## config.mk

```make
export PLATFORM = sky130hd
export DESIGN_NAME = fetch_unit_flat
export DESIGN_NICKNAME = d
export VERILOG_FILES = /design/src/rtl/fetch_unit_if.sv /design/src/rtl/fetch_unit.sv /design/src/flat_wrapper.sv
export SDC_FILE = /design/constraint.sdc
export NUM_CORES = 1
export LEC_CHECK = 0
export CAP_MARGIN = 5
export CORE_ASPECT_RATIO = 0.8
export CORE_MARGIN = 5
export CORE_UTILIZATION = 30
export DETAILED_ROUTE_END_ITERATION = 10
export MAX_ROUTING_LAYER = met4
export PLACE_DENSITY_LB_ADDON = 0.1
export SLEW_MARGIN = 20
export SYNTH_ARGS = -nofsm -noshare
export SYNTH_HDL_FRONTEND = slang
export SYNTH_SLANG_ARGS = --single-unit
```

## constraint.sdc

```tcl
create_clock -name clk_i -period 3.4 [get_ports clk_i]
set_clock_uncertainty 0.1 [all_clocks]
set_input_delay 0.34 -clock clk_i [delete_from_list [all_inputs] [get_ports clk_i]]
set_output_delay 0.34 -clock clk_i [all_outputs]
set_load 0.01 [all_outputs]
```

## src/rtl/fetch_unit_if.sv

```systemverilog
// Instruction-memory bus between the fetch unit (master) and instruction
// memory (slave): valid/ready request channel plus a valid-only response
// channel carrying either a data word or a bus error.
interface fetch_unit_if;
    logic        req_valid;
    logic        req_ready;
    logic [31:0] addr;
    logic        rsp_valid;
    logic [31:0] rsp_data;
    logic        rsp_err;

    modport master (
        output req_valid,
        output addr,
        input  req_ready,
        input  rsp_valid,
        input  rsp_data,
        input  rsp_err
    );

    modport slave (
        input  req_valid,
        input  addr,
        output req_ready,
        output rsp_valid,
        output rsp_data,
        output rsp_err
    );
endinterface

```

## src/rtl/fetch_unit.sv

```systemverilog
// Instruction fetch stage for the multicycle RV32I core.
// Owns the architectural PC and the instruction register, issues one word
// read per instruction, and raises a fetch fault on misaligned redirect
// targets or instruction-memory bus errors. Every output is a flop.
module fetch_unit #(
    parameter logic [31:0] RESET_PC  = 32'h0000_0000,
    parameter logic [31:0] NOP_INSTR = 32'h0000_0013
) (
    input  logic                clk_i,
    input  logic                reset_i,
    fetch_unit_if.master        imem,
    input  logic                pc_we_i,
    input  logic [31:0]         next_pc_i,
    output logic [31:0]         pc_o,
    output logic [31:0]         ir_o,
    output logic                ir_valid_o,
    output logic                fetch_fault_o,
    output logic                fetch_fault_cause_o
);

    typedef enum logic [2:0] {
        S_IDLE  = 3'd0,
        S_REQ   = 3'd1,
        S_WAIT  = 3'd2,
        S_VALID = 3'd3,
        S_FAULT = 3'd4
    } state_t;

    localparam logic CAUSE_MISALIGNED = 1'b0;
    localparam logic CAUSE_BUS_ERR    = 1'b1;

    state_t      r_state;
    logic [31:0] r_pc;
    logic [31:0] r_ir;
    logic        r_req_valid;
    logic        r_ir_valid;
    logic        r_fault;
    logic        r_cause;

    // A redirect target is usable only if it is word aligned.
    logic        w_target_aligned;
    assign w_target_aligned = (next_pc_i[1:0] == 2'b00);

    // Fetch FSM: state, PC, IR and all registered outputs advance together.
    always_ff @(posedge clk_i or posedge reset_i) begin
        if (reset_i) begin
            r_state     <= S_IDLE;
            r_pc        <= RESET_PC;
            r_ir        <= NOP_INSTR;
            r_req_valid <= 1'b0;
            r_ir_valid  <= 1'b0;
            r_fault     <= 1'b0;
            r_cause     <= 1'b0;
        end else begin
            case (r_state)
                S_IDLE: begin
                    // Single settling cycle after reset, then fetch RESET_PC.
                    r_state     <= S_REQ;
                    r_req_valid <= 1'b1;
                end
                S_REQ: begin
                    // Request stays up with a stable address until accepted.
                    if (imem.req_ready) begin
                        r_state     <= S_WAIT;
                        r_req_valid <= 1'b0;
                    end
                end
                S_WAIT: begin
                    // Redirects are not accepted while a read is outstanding.
                    if (imem.rsp_valid) begin
                        if (imem.rsp_err) begin
                            r_state <= S_FAULT;
                            r_fault <= 1'b1;
                            r_cause <= CAUSE_BUS_ERR;
                        end else begin
                            r_state    <= S_VALID;
                            r_ir       <= imem.rsp_data;
                            r_ir_valid <= 1'b1;
                        end
                    end
                end
                S_VALID: begin
                    if (pc_we_i) begin
                        r_ir_valid <= 1'b0;
                        if (w_target_aligned) begin
                            r_state     <= S_REQ;
                            r_pc        <= next_pc_i;
                            r_req_valid <= 1'b1;
                        end else begin
                            // PC keeps the faulting instruction's address.
                            r_state <= S_FAULT;
                            r_fault <= 1'b1;
                            r_cause <= CAUSE_MISALIGNED;
                        end
                    end
                end
                S_FAULT: begin
                    // Only an aligned redirect recovers from a fault.
                    if (pc_we_i) begin
                        if (w_target_aligned) begin
                            r_state     <= S_REQ;
                            r_pc        <= next_pc_i;
                            r_req_valid <= 1'b1;
                            r_fault     <= 1'b0;
                        end else begin
                            r_cause <= CAUSE_MISALIGNED;
                        end
                    end
                end
                default: begin
                    r_state     <= S_IDLE;
                    r_req_valid <= 1'b0;
                    r_ir_valid  <= 1'b0;
                    r_fault     <= 1'b0;
                end
            endcase
        end
    end

    assign imem.req_valid      = r_req_valid;
    assign imem.addr           = r_pc;
    assign pc_o                = r_pc;
    assign ir_o                = r_ir;
    assign ir_valid_o          = r_ir_valid;
    assign fetch_fault_o       = r_fault;
    assign fetch_fault_cause_o = r_cause;

endmodule

```

## src/flat_wrapper.sv

```systemverilog
// flat-port wrapper written by rule: the top's interface ports become plain ports
module fetch_unit_flat 
#(
    parameter logic [31:0] RESET_PC  = 32'h0000_0000,
    parameter logic [31:0] NOP_INSTR = 32'h0000_0013
)
  (clk_i, reset_i, pc_we_i, next_pc_i, pc_o, ir_o, ir_valid_o, fetch_fault_o, fetch_fault_cause_o, imem_req_valid, imem_addr, imem_req_ready, imem_rsp_valid, imem_rsp_data, imem_rsp_err);
  fetch_unit_if imem_i ();
  input  logic clk_i;
  input  logic reset_i;
  input  logic pc_we_i;
  input  logic [31:0] next_pc_i;
  output logic [31:0] pc_o;
  output logic [31:0] ir_o;
  output logic ir_valid_o;
  output logic fetch_fault_o;
  output logic fetch_fault_cause_o;
  output wire logic [$bits(imem_i.req_valid)-1:0] imem_req_valid;
  output wire logic [$bits(imem_i.addr)-1:0] imem_addr;
  input wire logic [$bits(imem_i.req_ready)-1:0] imem_req_ready;
  input wire logic [$bits(imem_i.rsp_valid)-1:0] imem_rsp_valid;
  input wire logic [$bits(imem_i.rsp_data)-1:0] imem_rsp_data;
  input wire logic [$bits(imem_i.rsp_err)-1:0] imem_rsp_err;
  assign imem_req_valid = imem_i.req_valid;
  assign imem_addr = imem_i.addr;
  assign imem_i.req_ready = imem_req_ready;
  assign imem_i.rsp_valid = imem_rsp_valid;
  assign imem_i.rsp_data = imem_rsp_data;
  assign imem_i.rsp_err = imem_rsp_err;
  fetch_unit #(.RESET_PC(RESET_PC), .NOP_INSTR(NOP_INSTR)) u_core (.clk_i(clk_i), .reset_i(reset_i), .imem(imem_i), .pc_we_i(pc_we_i), .next_pc_i(next_pc_i), .pc_o(pc_o), .ir_o(ir_o), .ir_valid_o(ir_valid_o), .fetch_fault_o(fetch_fault_o), .fetch_fault_cause_o(fetch_fault_cause_o));
endmodule
```

==> reports/results.txt <==
drt via density: 4.411
Placement Cell Area: 0.004712 mm^2
clk sinks: 71
post-route cell area: 0.005021 mm^2
vias in the first global route: 2298
worst slew pin tran: 678.8 ps
GRT overflow: 0
Synth Area in Simple Gates: 4.130%
post-route setup TNS: 0 ps
H-tree depth: 3
Synth-to-Final Area Change: 60.91%
Core Area: 0.01020 mm^2
CTS tree: built
slew margin rel.: 54.68%
Via Count: 2263
reg2reg end: u_core.imem.addr[6]
drt wl/cell: 15.05 um
Mapped Cells: 226
Final setup viols: 0
clk slew on worst S/H paths: 60 ps
status: complete, no violations
Final Max Slew Viols: 0
Startpoint Class: register
first-pass GRT wire length: 11720 um
Synth Flop Type: dfrtp_1
gr usage total: 12.50%
Post-synth ARST share: 100.0%
Post-route DRC: 0
Worst-Skew Late Latency: 320 ps
Initial DRC Count: 88
Synth Area in XOR/XNOR: 0%
Final Hold Viols: 0
cts hold-fix bufs: 0
post-CTS setup repair buffer count: 0
Max Cap Viol: 0
Ys Warns: 0
die height: 101.2 um
nets: 438
Compound-Gate Fraction of Synth Area: 5.573%
FP Rows: 33
critical path type: register to register
antenna-violating nets left: 0
CTS root buf: clkbuf_16
RR Startpoint: u_core.r_state[2]
drt first pass iters: 4
Port-buffer cells: 169
Worst EP required: 3510 ps
Mapped Nets: 296
Fmax achieved: 0.4448 GHz
Hold WC Path Type: primary input to async pin
Avg Cell Area, Syn: 13.81 um^2
final worst path period share: 66.13%
Crit. End Element: register
die area: 0.01255 mm^2
post-synthesis mux area share: 22.73%
r2r setup slk: 1150 ps
CP max FO: 32
RePlAce Congestion: 0.8961
cts repair resizes: 0
RSZ-0062 raised after global routing: no
initial antenna violation count: 0
# IOs: 170
Post-Synth Adder-Cell Area: 0%
number of synthesized flops with an enable pin: 0
distinct cell type count of the synthesized netlist: 34
clock buffer depth: 2
n_diodes: 0
largest family of logic cells by synthesized area: multiplexers
Final min period: 2248 ps
IR drop worst, VDD: 0.4640 mV
Leak: 2.083 nW
ratio of cells with drive above 1 in the final layout: 24.13%
total CTS buffers: 9
Seq/Total Area, Yosys: 57.06%
Die Wd: 124.0 um
final WL: 7720 um
R2R cell count: 4
dpl hpwl: 5802 um
Initial Util: 30.60%
PD cells: 902.5 mW/mm^2
post-synthesis cell area: 0.003120 mm^2
largest net degree at the start of global routing: 34
Data arrival, critical path: 2350 ps
Synth Register Bits: 71
per-layer routing:
metal,track usage [%],vias up,part of all wire (%)
li1,-,1043,-
met1,15.88,1074,42
met2,17.20,135,43
met3,6.365,11,14
met4,4.125,0,1.1
met5,-,-,0
cells by family (layout without fill, tap and decap cells):
kind of cell,after synthesis,in the layout
DFF,71,71
AOI/OAI and AO/OA,23,23
buffers and inverters,48,195
and+or+nand+nor,21,21
muxes,63,63
stage by stage:
stage               power (mW)  cells  util (%)  hold WS, ps  worst slack (ps)
global placement         3.610    497     46.20        386.5             881.7
detailed placement       3.631    497     46.20        392.6             803.7
CTS                      4.623    513     49.23        350.3              1119
global route             4.815    513     49.23        396.5              1039
floorplan                2.542    226         -        390.4              1168
finish                   4.532    513     49.23        330.3              1152
power by group:
group,switching (mW),internal [mW],total [mW],leakage [nW]
logic,0.715,1.33,2.05,1.06
registers,0.284,1.25,1.54,0.872
clock network,0.344,0.606,0.950,0.152
total,1.34,3.19,4.53,2.08
layout make-up:
cell class,count,area [um^2]
fill,919,5177
sequential,71,1780
timing repair buffer,173,1722
multi-input combinational,107,1012
clock buffer,11,252.7
tap,140,175.2
clock inverter,5,56.30
inverter,6,22.52
cells in the final DEF (no fill, tap or decap), types with 2 or more instances in the layout:
cell type	count
clkinv_2	2
dfrtp_1	68
a21oi_1	2
inv_1	5
nand3b_1	2
nor2b_1	5
o21ai_0	5
o22ai_1	3
clkdlybuf4s50_1	169
buf_4	4
dfstp_2	3
clkbuf_16	9
clkbuf_8	2
o311a_1	2
mux2_2	63
or3b_2	2
nor2_1	5
worst max-delay path by stage:
stage,startpoint,to,depth (start not counted)
2_1_floorplan,reset_i,u_core.fetch_fault_cause_o,1
3_3_place_gp,pc_we_i,u_core.imem.addr[2],5
3_5_place_dp,pc_we_i,u_core.imem.addr[14],5
4_1_cts,u_core.r_state[2],u_core.imem.addr[6],4
5_1_grt,u_core.r_state[2],u_core.imem.addr[6],4
6_report,u_core.r_state[2],u_core.imem.addr[6],4
cells in the mapped netlist (all sizes together) (2+ instances only):
master / n / area share, %
dfrtp: 68 / 55
mux2: 63 / 23
buf: 39 / 9.4
inv: 6 / 0.72
nor2: 5 / 0.60
nor2b: 5 / 1.0
o21ai: 5 / 0.80
clkbuf: 3 / 0.36
dfstp: 3 / 2.5
o22ai: 3 / 0.60
or3b: 3 / 0.84
a21oi: 2 / 0.32
nand3b: 2 / 0.48
o311a: 2 / 0.64
state kept, by name (all words and copies together) (netlist names):
| signal | flops |
|---|---|
| u_core.ir_o | 32 |
| u_core.fetch_fault_cause_o | 1 |
| u_core.ir_valid_o | 1 |
| u_core.imem.addr | 32 |
| u_core.imem.req_valid | 1 |
| u_core.fetch_fault_o | 1 |
| u_core.r_state | 3 |
worst max-delay path, cell delays in order (launching register included):
cell,delay [ps]
dfrtp_1,590
or3b_1,500
a21boi_4,150
buf_4,370
mux2_2,390
Note: power is estimated with default switching activity, not from simulation.
